<file path="src/rtl/fifo_pkg.sv">
// Shared constants and helpers for the parametrised synchronous FIFO family.
// Holds the default geometry, an elaboration-time log2 and the even-parity reduction.
package fifo_pkg;

  localparam int DEF_D_WIDTH = 8;
  localparam int DEF_D_DEPTH = 16;
  localparam int PAR_MAX_W   = 256;

  function automatic int fifo_log2(input int n);
    int r;
    r = 0;
    while ((1 << r) < n) r++;
    return r;
  endfunction

  // Zero-extension leaves the XOR reduction unchanged, so callers cast up to PAR_MAX_W.
  function automatic logic even_par(input logic [PAR_MAX_W-1:0] v);
    return ^v;
  endfunction

endpackage

</file>
<file path="src/rtl/sync_fifo_param_if.sv">
// Producer/consumer-facing bundle of sync_fifo_param; master drives requests, slave is the FIFO.
// parity_err exists only when FIFO_PARITY_EN is defined.
interface sync_fifo_param_if
  import fifo_pkg::*;
#(
  parameter int D_WIDTH = DEF_D_WIDTH,
  parameter int D_ADDR  = 4
);

  logic               flush;
  logic               write;
  logic               read;
  logic [D_WIDTH-1:0] d_in;
  logic [D_WIDTH-1:0] d_out;
  logic               empty;
  logic               full;
  logic               almost_empty;
  logic               almost_full;
  logic [D_ADDR:0]    count;
  logic               overflow;
  logic               underflow;
`ifdef FIFO_PARITY_EN
  logic               parity_err;
`endif

  modport master (
    output flush, write, read, d_in,
    input  d_out, empty, full, almost_empty, almost_full, count, overflow, underflow
`ifdef FIFO_PARITY_EN
    , input parity_err
`endif
  );

  modport slave (
    input  flush, write, read, d_in,
    output d_out, empty, full, almost_empty, almost_full, count, overflow, underflow
`ifdef FIFO_PARITY_EN
    , output parity_err
`endif
  );

endinterface

</file>
<file path="src/rtl/fifo_mem_dp.sv">
// Register-array storage: one synchronous write port, one registered read port with enable.
// Read data appears the cycle after re; clr and reset zero the read register, never the array.
module fifo_mem_dp
  import fifo_pkg::*;
#(
  parameter int WIDTH = DEF_D_WIDTH,
  parameter int DEPTH = DEF_D_DEPTH,
  parameter int ADDR  = 4
) (
  input  logic             clk,
  input  logic             reset,
  input  logic             clr,
  input  logic             we,
  input  logic [ADDR-1:0]  waddr,
  input  logic [WIDTH-1:0] wdata,
  input  logic             re,
  input  logic [ADDR-1:0]  raddr,
  output logic [WIDTH-1:0] rdata
);

  logic [WIDTH-1:0] mem_q [DEPTH];
  logic [WIDTH-1:0] rdata_q, rdata_d;

  always_ff @(posedge clk) begin
    if (we) mem_q[waddr] <= wdata;
  end

  always_comb begin
    rdata_d = rdata_q;
    if (clr)     rdata_d = '0;
    else if (re) rdata_d = mem_q[raddr];
  end

  always_ff @(posedge clk or posedge reset) begin
    if (reset) rdata_q <= '0;
    else       rdata_q <= rdata_d;
  end

  assign rdata = rdata_q;

endmodule

</file>
<file path="src/rtl/sync_fifo_param.sv">
// Parametrised same-clock FIFO: d_out valid 1 cycle after an accepted read; full drops writes (overflow), empty refuses reads (underflow).
// Optional parity storage/check under FIFO_PARITY_EN; occupancy tracked by count, flags decoded from it.
module sync_fifo_param
  import fifo_pkg::*;
#(
  parameter int D_WIDTH   = DEF_D_WIDTH,
  parameter int D_DEPTH   = DEF_D_DEPTH,
  parameter int D_ADDR    = 4,
  parameter int AF_THRESH = 14,
  parameter int AE_THRESH = 2
) (
  input logic              clk,
  input logic              reset,
  sync_fifo_param_if.slave fif
);

  if (D_DEPTH < 4 || D_ADDR != fifo_log2(D_DEPTH) || (1 << D_ADDR) != D_DEPTH) begin : g_bad_cfg
    $error("sync_fifo_param: D_DEPTH must be a power of two >= 4 with D_ADDR = log2(D_DEPTH)");
  end

`ifdef FIFO_PARITY_EN
  localparam int MEM_W = D_WIDTH + 1;
`else
  localparam int MEM_W = D_WIDTH;
`endif

  localparam logic [D_ADDR-1:0] PTR_ONE  = {{(D_ADDR-1){1'b0}}, 1'b1};
  localparam logic [D_ADDR:0]   CNT_ONE  = {{D_ADDR{1'b0}}, 1'b1};
  localparam logic [D_ADDR:0]   CNT_FULL = (D_ADDR+1)'(D_DEPTH);
  localparam logic [D_ADDR:0]   CNT_AF   = (D_ADDR+1)'(AF_THRESH);
  localparam logic [D_ADDR:0]   CNT_AE   = (D_ADDR+1)'(AE_THRESH);

  logic [D_ADDR-1:0] wr_pntr_q, wr_pntr_d, rd_pntr_q, rd_pntr_d;
  logic [D_ADDR:0]   count_q, count_d;
  logic              overflow_q, overflow_d, underflow_q, underflow_d;
  logic              full_w, empty_w, wr_ok, rd_ok;
  logic [MEM_W-1:0]  mem_wdata, mem_rdata;

  assign full_w  = (count_q == CNT_FULL);
  assign empty_w = (count_q == '0);

  // Flush outranks both requests; empty never bypasses a same-cycle write to the reader.
  always_comb begin
    wr_ok       = 1'b0;
    rd_ok       = 1'b0;
    wr_pntr_d   = wr_pntr_q;
    rd_pntr_d   = rd_pntr_q;
    count_d     = count_q;
    overflow_d  = 1'b0;
    underflow_d = 1'b0;
    if (fif.flush) begin
      wr_pntr_d = '0;
      rd_pntr_d = '0;
      count_d   = '0;
    end else begin
      wr_ok       = fif.write & (~full_w | fif.read);
      rd_ok       = fif.read & ~empty_w;
      overflow_d  = fif.write & full_w & ~fif.read;
      underflow_d = fif.read & empty_w & ~fif.write;
      if (wr_ok) wr_pntr_d = wr_pntr_q + PTR_ONE;
      if (rd_ok) rd_pntr_d = rd_pntr_q + PTR_ONE;
      if (wr_ok & ~rd_ok)      count_d = count_q + CNT_ONE;
      else if (rd_ok & ~wr_ok) count_d = count_q - CNT_ONE;
    end
  end

  always_ff @(posedge clk or posedge reset) begin
    if (reset) begin
      wr_pntr_q   <= '0;
      rd_pntr_q   <= '0;
      count_q     <= '0;
      overflow_q  <= 1'b0;
      underflow_q <= 1'b0;
    end else begin
      wr_pntr_q   <= wr_pntr_d;
      rd_pntr_q   <= rd_pntr_d;
      count_q     <= count_d;
      overflow_q  <= overflow_d;
      underflow_q <= underflow_d;
    end
  end

`ifdef FIFO_PARITY_EN
  logic rd_vld_q, rd_vld_d;

  assign mem_wdata = {even_par(PAR_MAX_W'(fif.d_in)), fif.d_in};
  assign rd_vld_d  = rd_ok;

  always_ff @(posedge clk or posedge reset) begin
    if (reset) rd_vld_q <= 1'b0;
    else       rd_vld_q <= rd_vld_d;
  end

  // A stored word plus its parity bit must XOR to zero; only the freshly read word is judged.
  assign fif.parity_err = rd_vld_q & even_par(PAR_MAX_W'(mem_rdata));
`else
  assign mem_wdata = fif.d_in;
`endif

  fifo_mem_dp #(
    .WIDTH (MEM_W),
    .DEPTH (D_DEPTH),
    .ADDR  (D_ADDR)
  ) u_mem (
    .clk   (clk),
    .reset (reset),
    .clr   (fif.flush),
    .we    (wr_ok),
    .waddr (wr_pntr_q),
    .wdata (mem_wdata),
    .re    (rd_ok),
    .raddr (rd_pntr_q),
    .rdata (mem_rdata)
  );

  assign fif.d_out        = mem_rdata[D_WIDTH-1:0];
  assign fif.empty        = empty_w;
  assign fif.full         = full_w;
  assign fif.almost_empty = (count_q <= CNT_AE);
  assign fif.almost_full  = (count_q >= CNT_AF);
  assign fif.count        = count_q;
  assign fif.overflow     = overflow_q;
  assign fif.underflow    = underflow_q;

endmodule

</file>
<file path="src/flat_wrapper.sv">
// flat-port wrapper written by rule: the top's interface ports become plain ports
module sync_fifo_param_flat import fifo_pkg::*;
#(
  parameter int D_WIDTH   = DEF_D_WIDTH,
  parameter int D_DEPTH   = DEF_D_DEPTH,
  parameter int D_ADDR    = 4,
  parameter int AF_THRESH = 14,
  parameter int AE_THRESH = 2
)
  (clk, reset, fif_flush, fif_write, fif_read, fif_d_in, fif_d_out, fif_empty, fif_full, fif_almost_empty, fif_almost_full, fif_count, fif_overflow, fif_underflow);
  sync_fifo_param_if #(.D_WIDTH(D_WIDTH), .D_ADDR(D_ADDR)) fif_i ();
  input logic clk;
  input logic reset;
  input wire logic [$bits(fif_i.flush)-1:0] fif_flush;
  input wire logic [$bits(fif_i.write)-1:0] fif_write;
  input wire logic [$bits(fif_i.read)-1:0] fif_read;
  input wire logic [$bits(fif_i.d_in)-1:0] fif_d_in;
  output wire logic [$bits(fif_i.d_out)-1:0] fif_d_out;
  output wire logic [$bits(fif_i.empty)-1:0] fif_empty;
  output wire logic [$bits(fif_i.full)-1:0] fif_full;
  output wire logic [$bits(fif_i.almost_empty)-1:0] fif_almost_empty;
  output wire logic [$bits(fif_i.almost_full)-1:0] fif_almost_full;
  output wire logic [$bits(fif_i.count)-1:0] fif_count;
  output wire logic [$bits(fif_i.overflow)-1:0] fif_overflow;
  output wire logic [$bits(fif_i.underflow)-1:0] fif_underflow;
  assign fif_i.flush = fif_flush;
  assign fif_i.write = fif_write;
  assign fif_i.read = fif_read;
  assign fif_i.d_in = fif_d_in;
  assign fif_d_out = fif_i.d_out;
  assign fif_empty = fif_i.empty;
  assign fif_full = fif_i.full;
  assign fif_almost_empty = fif_i.almost_empty;
  assign fif_almost_full = fif_i.almost_full;
  assign fif_count = fif_i.count;
  assign fif_overflow = fif_i.overflow;
  assign fif_underflow = fif_i.underflow;
  sync_fifo_param #(.D_WIDTH(D_WIDTH), .D_DEPTH(D_DEPTH), .D_ADDR(D_ADDR), .AF_THRESH(AF_THRESH), .AE_THRESH(AE_THRESH)) u_core (.clk(clk), .reset(reset), .fif(fif_i));
endmodule
</file>
<file path="config.mk">
export PLATFORM = sky130hd
export DESIGN_NAME = sync_fifo_param_flat
export DESIGN_NICKNAME = d
export VERILOG_FILES = /design/src/rtl/fifo_pkg.sv /design/src/rtl/sync_fifo_param_if.sv /design/src/rtl/fifo_mem_dp.sv /design/src/rtl/sync_fifo_param.sv /design/src/flat_wrapper.sv
export SDC_FILE = /design/constraint.sdc
export NUM_CORES = 1
export LEC_CHECK = 0
export BUFFER_PORTS_ARGS = -buffer_cell sky130_fd_sc_hd__buf_2
export CAP_MARGIN = 20
export CORE_MARGIN = 3
export CORE_UTILIZATION = 45
export CTS_CLUSTER_DIAMETER = 150
export DETAILED_ROUTE_END_ITERATION = 8
export GPL_TIMING_DRIVEN = 0
export SYNTH_ARGS = -nofsm -noshare
export SYNTH_HDL_FRONTEND = slang
export SYNTH_HIERARCHICAL = 1
export SYNTH_SLANG_ARGS = --single-unit
</file>
<file path="constraint.sdc">
create_clock -name clk -period 3.45 [get_ports clk]
set_input_delay 0 -clock clk [delete_from_list [all_inputs] [get_ports clk]]
set_output_delay 0 -clock clk [all_outputs]
set_load 0.005 [all_outputs]
</file>
After elaboration in Yosys (flattened, before gate mapping)
Memory sizes are Yosys's and may differ from the RTL's.
Index checks and enable logic that the tools add are counted.

word-level totals
  register bits = 23
  memories = 1
  bits of input ports = 13
  memory bits (writable) = 128
  output and inout port bits = 19
  word-level logic and storage cells = 49

memory list
  name                depth  width  read ports  clocked after Yosys merged registers in  write ports  line               source
  u_core.u_mem.mem_q  16     8      1           0                                        1            fifo_mem_dp.sv:21  logic [WIDTH-1:0] mem_q [DEPTH];

cells by class
  $add $sub $neg = 4
  muxes and demuxes = 15
  reductions and logical operators = 5
  eq/ne operators = 1
  bitwise operators = 15
  order comparisons = 2

operators by type and width
  kind                   count
  $mux W4                4
  $mux W8                2
  $mux W5                3
  $add A4 B1 Y4 const B  2
  $and A1 B1 Y1          8
  $mux W1                6
  $not A1 Y1             6
  $reduce_bool A2 Y1     3
  $add A5 B1 Y5 const B  1
  $eq A5 B5 Y1 const B   1
  $ge A5 B4 Y1 const B   1
  $le A5 B2 Y1 const B   1
  $logic_not A5 Y1       1
  $sub A5 B1 Y5 const B  1
  $reduce_bool A3 Y1     1
  $or A1 B1 Y1           1

Depth between registers and ports, before layout
  depth in word-level cells = 9
  mapped depth = 8
  mapped depth without buffers = 8

Hierarchy
The synthesis kept the hierarchy.

by module, submodules not included
  module           area an instance (um^2)  cells each  instances  sequential area each (um^2)
  fifo_mem_dp      5377.7                   323         1          4043.9
  sync_fifo_param  963.4                    97          1          375.4

Worst setup path before layout
Ideal clock, no wire load.

  path kind = reg-to-reg
  start point = reg u_core.count_q[1] (netlist: u_core/fif.count[1])
  end point = mem u_core/u_mem/mem_q[0][0] in the netlist's numbering (enable)
  path buffers = 1
  slack = 0.930 ns
  library setup time = 0.383 ns
  period minus slack after synthesis = 2.520 ns
  required time = 3.067 ns
  stages on the path, launching flop included = 7
  data arrival time = 2.136 ns
  path through = dfrtp_1 or4_1 buf_6 o31ai_4 nor2_1 or3b_2 nor3_1

between the ends
  word-level cells in the longest chain between the ends = 7

RTL lines
  element                        line                   source
  start, declared                sync_fifo_param.sv:34  logic [D_ADDR:0] count_q, count_d;
  start signal, assigned         sync_fifo_param.sv:77  count_q <= count_d;
  $eq A5 B5 Y1                   sync_fifo_param.sv:39  assign full_w = (count_q == CNT_FULL);
  $not A1 Y1                     sync_fifo_param.sv:56  wr_ok = fif.write & (~full_w | fif.read);
  $or A1 B1 Y1                   sync_fifo_param.sv:56
  $and A1 B1 Y1                  sync_fifo_param.sv:56
  $mux W1                        sync_fifo_param.sv:51  if (fif.flush) begin
  named net u_core.wr_ok         sync_fifo_param.sv:36  logic full_w, empty_w, wr_ok, rd_ok;
  $mux W1                        fifo_mem_dp.sv:25      if (we) mem_q[waddr] <= wdata;
  $mux W1 (implied by the code)  fifo_mem_dp.sv:25
  end, declared                  fifo_mem_dp.sv:21

The timed path passes the listed nets, and every way through them passes these cells.

Worst setup path in the final report
  start point = reg u_core.count_q[1] (netlist: u_core/fif.count[1])
  end point = reg u_core.count_q[4] (netlist: u_core/fif.count[4])

between the ends
  word-level cells in the longest chain between the ends = 7
  elaborated cells between the ends (all ways) = 17
  classes of those cells = 2 x add/sub; 1 x eq/ne; 3 x mux; 9 x bitwise; 2 x reduce/logical

RTL lines
  element
  parallel branches: the longest is 7 deep, another holds $sub A5 B1 Y5

Parallel ways; which one is timed is not known. The select of a mux whose other input is x is not followed.
A chain may end at the register's enable or synchronous reset.

==> metrics.log <==
[metrics] combinational family with the most area after synthesis: multiplexers
[metrics] wire length of the first global-routing pass: 21.7 mm
[metrics] clock latency on the worst-skew pair: between 0.4 and 0.5 ns
[metrics] number of standard cells in the final layout excluding fillers: 670
[metrics] final HPWL from detailed placement: 9.44 mm
[metrics] Syn Area/Cell: about 15 um^2
[metrics] Synth async-reset ratio: 15.2%
[metrics] Critical Path RT: around 3.8 ns
[metrics] capturing element type of the critical path: flip-flop
[metrics] Placer Congestion: about 0.85
[metrics] height of the die: 125 um
[metrics] clock sink count: approximately 150
[metrics] Yosys cell types: 48
[metrics] fraction of final layout cells with drive strength greater than 1: about 18%
[metrics] main flop type after synthesis: edfxtp_1
[metrics] synth warn: 6
[metrics] Antenna Diode Count: 0
[metrics] Core Util, Final: ~55%
[metrics] P per Cell Area: 707 nW/um^2
[metrics] number of DRC markers after the initial detailed-route iteration: about 410
[metrics] clock-pin transition on the worst setup and hold timing paths: ~0.06 ns
[metrics] DR vias: 3759
[metrics] DP Cell Count: about 630
[metrics] Setup Viol. Count Final: 0
[metrics] flops & latches, synth: around 150
[metrics] fraction of the mapped netlist area in adder cells: approximately 1.5%
[metrics] most common library cell in the layout ignoring fill and taps: edfxtp_1
[metrics] CP Data Arrival Time: approximately 3.5 ns
[metrics] post-synthesis compound-gate area fraction: under 10%
[metrics] Max-Slew Margin vs Limit: 43.8%
[metrics] slowest cell on the critical path: dlygate4sd3_1
[metrics] period utilisation layout: just over 90%
[metrics] cell family with most CP delay: buffers and inverters
[metrics] total count of max-transition violations in the final report: 0
[metrics] crit-path max FO: 8
[metrics] die extent in x: 125 um
[metrics] crit path launch type: flip-flop
[metrics] largest voltage drop on the vdd net: 0.000330 V
[metrics] Clock H-tree levels: 4
[metrics] top library cells by usage in the layout, fill and taps aside: 128 x edfxtp_1, 66 x mux2i_1, 36 x buf_2
[metrics] Total Neg Setup Slack: 0 ns
[metrics] combined buffer and inverter count along the critical path: 2
[metrics] Hold Vio Cnt, Final: 0
[metrics] Slowest Stage Delay on Critical Path: 0.55 ns
[metrics] critical path, cell by cell: nor4_4 > mux2_2 > inv_1 > ha_1 > a211o_1 > o21a_1 > o211ai_1 > a31oi_1 > dlygate4sd3_1
[metrics] net total in the final layout: ~500
[metrics] overflow left after global routing: 0
[metrics] post_cts resized: 0
[metrics] XOR/XNOR share of the synthesized area: less than 1%
[metrics] clock root buffer master: clkbuf_16
[metrics] gate count of the mapped netlist: 420
[metrics] CTS Buffer Depth: 2
[metrics] total of max-cap violations: 0
[metrics] count of buffers inserted at the top-level ports: 31
[metrics] WS Path Type: reg -> reg
[metrics] initial standard-cell utilization of the core: 47.0%
[metrics] placed instance area: 6740 um^2
[metrics] RSZ-0062 raised after global routing: no
[metrics] Floorplan Core Area: 13500 um^2
[metrics] final WL: 14.0 mm
[metrics] CTS tree: done
[metrics] number of flops mapped to enable cells by yosys: 128
[metrics] synthesized cell area: around 6300 um^2
[metrics] FMAX: about 310 MHz
[metrics] area enclosed by the die boundary: 15600 um^2
[metrics] cell leakage power: about 2.7 nW
[metrics] average vias per placed instance: ~5.6
[metrics] antenna violations before repair: 0
[metrics] P&R area growth vs syn: 16.1%
[metrics] number of nets produced by synthesis: 440
[metrics] global-route total usage across every layer: about a fifth
[metrics] area fraction in and, or, nand and nor cells after synthesis: 8.72%
[metrics] # rows: 42
[metrics] Routed wire per std cell: 20.9 um
[metrics] number of global-route vias before repair: ~3700
[metrics] class of the tightest hold or removal check: in -> reg
[metrics] DRC violations left: 0
[metrics] total clock buffers created by CTS: 17
[metrics] largest net degree at the start of global routing: 17
[metrics] mux share of post-synthesis cell area: 10.6%
[metrics] number of nets with antenna violations after detailed routing: 0
[metrics] Final Cell Area: 7360 um^2
[metrics] clock period minus worst slack: about 3.2 ns
[metrics] Pre-antenna DRT Iters: 5
[metrics] Final Skew: 0.0113 ns
[metrics] # IOs: 32
[metrics] Least-Margin Pin Slew: between 0.8 and 0.9 ns
[metrics] share of synthesized area occupied by flip-flops and latches: a little over two thirds
[metrics] run status: completed
==> cell families (layout without fill, tap and decap cells) <==
family	after synthesis	in the layout
adders and majority gates	7	7
muxes	67	67
xor gates and xnor gates	7	7
buffers and inverters	22	96
and+or+nand+nor	111	111
AOI/OAI and AO/OA	55	55
DFF	151	151
==> worst reg2reg max path, cell delays in order (launching register included) <==
cell,delay [ns]
dfrtp_1,0.49
nor4_4,0.39
mux2_2,0.43
inv_1,0.23
ha_1,0.30
a211o_1,0.28
o21a_1,0.14
o211ai_1,0.16
a31oi_1,0.10
dlygate4sd3_1,0.55
==> where the power goes <==
group / internal, mW / switching (mW)
Sequential: 2.05 / 0.0966
Combinational: 0.609 / 0.741
Clock: 1.01 / 0.691
==> routing by layer <==
layer / share of wire (%) / GRT usage (%) / vias up / routed length [um]
met3: 5.3 / 3.56 / 10 / 746
met2: 49 / 30.1 / 119 / 6820
met5: 0 / 0 / - / 0
met1: 44 / 25.6 / 1892 / 6210
met4: 1.4 / 6.00 / 0 / 198
li1: - / - / 1738 / -
==> sequential cells by signal, summed over array words and instances, names as in the netlist <==
register,cells
u_core/fif.count,5
u_core/fif.overflow,1
u_core/fif.underflow,1
u_core/rd_pntr_q,4
u_core/u_mem/mem_q,128
u_core/u_mem/rdata,8
u_core/wr_pntr_q,4
==> cell usage after synthesis, types with 2 or more instances <==
cell type	instances	area share [%]
nand3_1	30	2.4
nor2b_1	5	0.49
nor3b_1	2	0.24
dfrtp_1	23	9.1
mux2i_1	66	10
buf_6	5	0.89
a22oi_1	19	2.2
buf_2	4	0.32
ha_1	6	1.2
o21ai_0	2	0.16
nand2b_1	3	0.30
inv_1	4	0.24
clkbuf_2	3	0.24
nor3_1	7	0.55
and3_1	2	0.20
nor2_1	26	1.5
o211ai_1	4	0.47
xor2_1	5	0.69
nand2_1	24	1.4
a21oi_1	21	1.7
nand3b_1	3	0.36
edfxtp_1	128	61
xnor2_1	2	0.28
buf_4	2	0.24
==> final cells by class <==
| type | count | area (um^2) |
|---|---|---|
| timing repair buffer | 42 | 245 |
| clock buffer | 21 | 450 |
| inverter | 4 | 15.0 |
| sequential | 151 | 4420 |
| fill | 1113 | 6140 |
| multi-input combinational | 247 | 1750 |
| tap | 176 | 220 |
| clock inverter | 11 | 104 |
| buffer | 18 | 154 |
==> stage by stage <==
step | worst slack [ns] | hold WS [ns] | power, mW
after floorplan | 0.930 | -0.184 | 3.11
after global placement | 0.404 | 0.00326 | 3.46
after detailed placement | 0.715 | 0.0122 | 3.49
after CTS | 0.162 | 0.000320 | 5.20
after global routing | 0.116 | 0.00317 | 5.43
final | 0.271 | 0.00472 | 5.20
==> path summary, 6_finish.rpt <==
| path | startpoint | endpoint | slack (ns) | cells past startpoint |
|---|---|---|---|---|
| max | u_core/fif.count[1] | u_core/fif.count[4] | 0.27 | 9 |
| min in group asynchronous | reset | u_core/u_mem/rdata[6] | 0.13 | 3 |
| max in group asynchronous | reset | u_core/rd_pntr_q[0] | 2.84 | 3 |
| min reg2reg | u_core/u_mem/rdata[6] | u_core/u_mem/rdata[6] | 0.49 | 2 |
| max reg2reg | u_core/fif.count[1] | u_core/fif.count[4] | 0.27 | 9 |
| min | fif_d_in[7] | u_core/u_mem/mem_q[6][7] | 0.005 | 1 |
==> what timing repair did <==
item,in CTS,in global routing
endpoints found under the setup margin,0,1
endpoints found under the hold margin,30,0
hold buffers,4,0
buffers inserted,0,3
(Power assumes the default switching activity.)
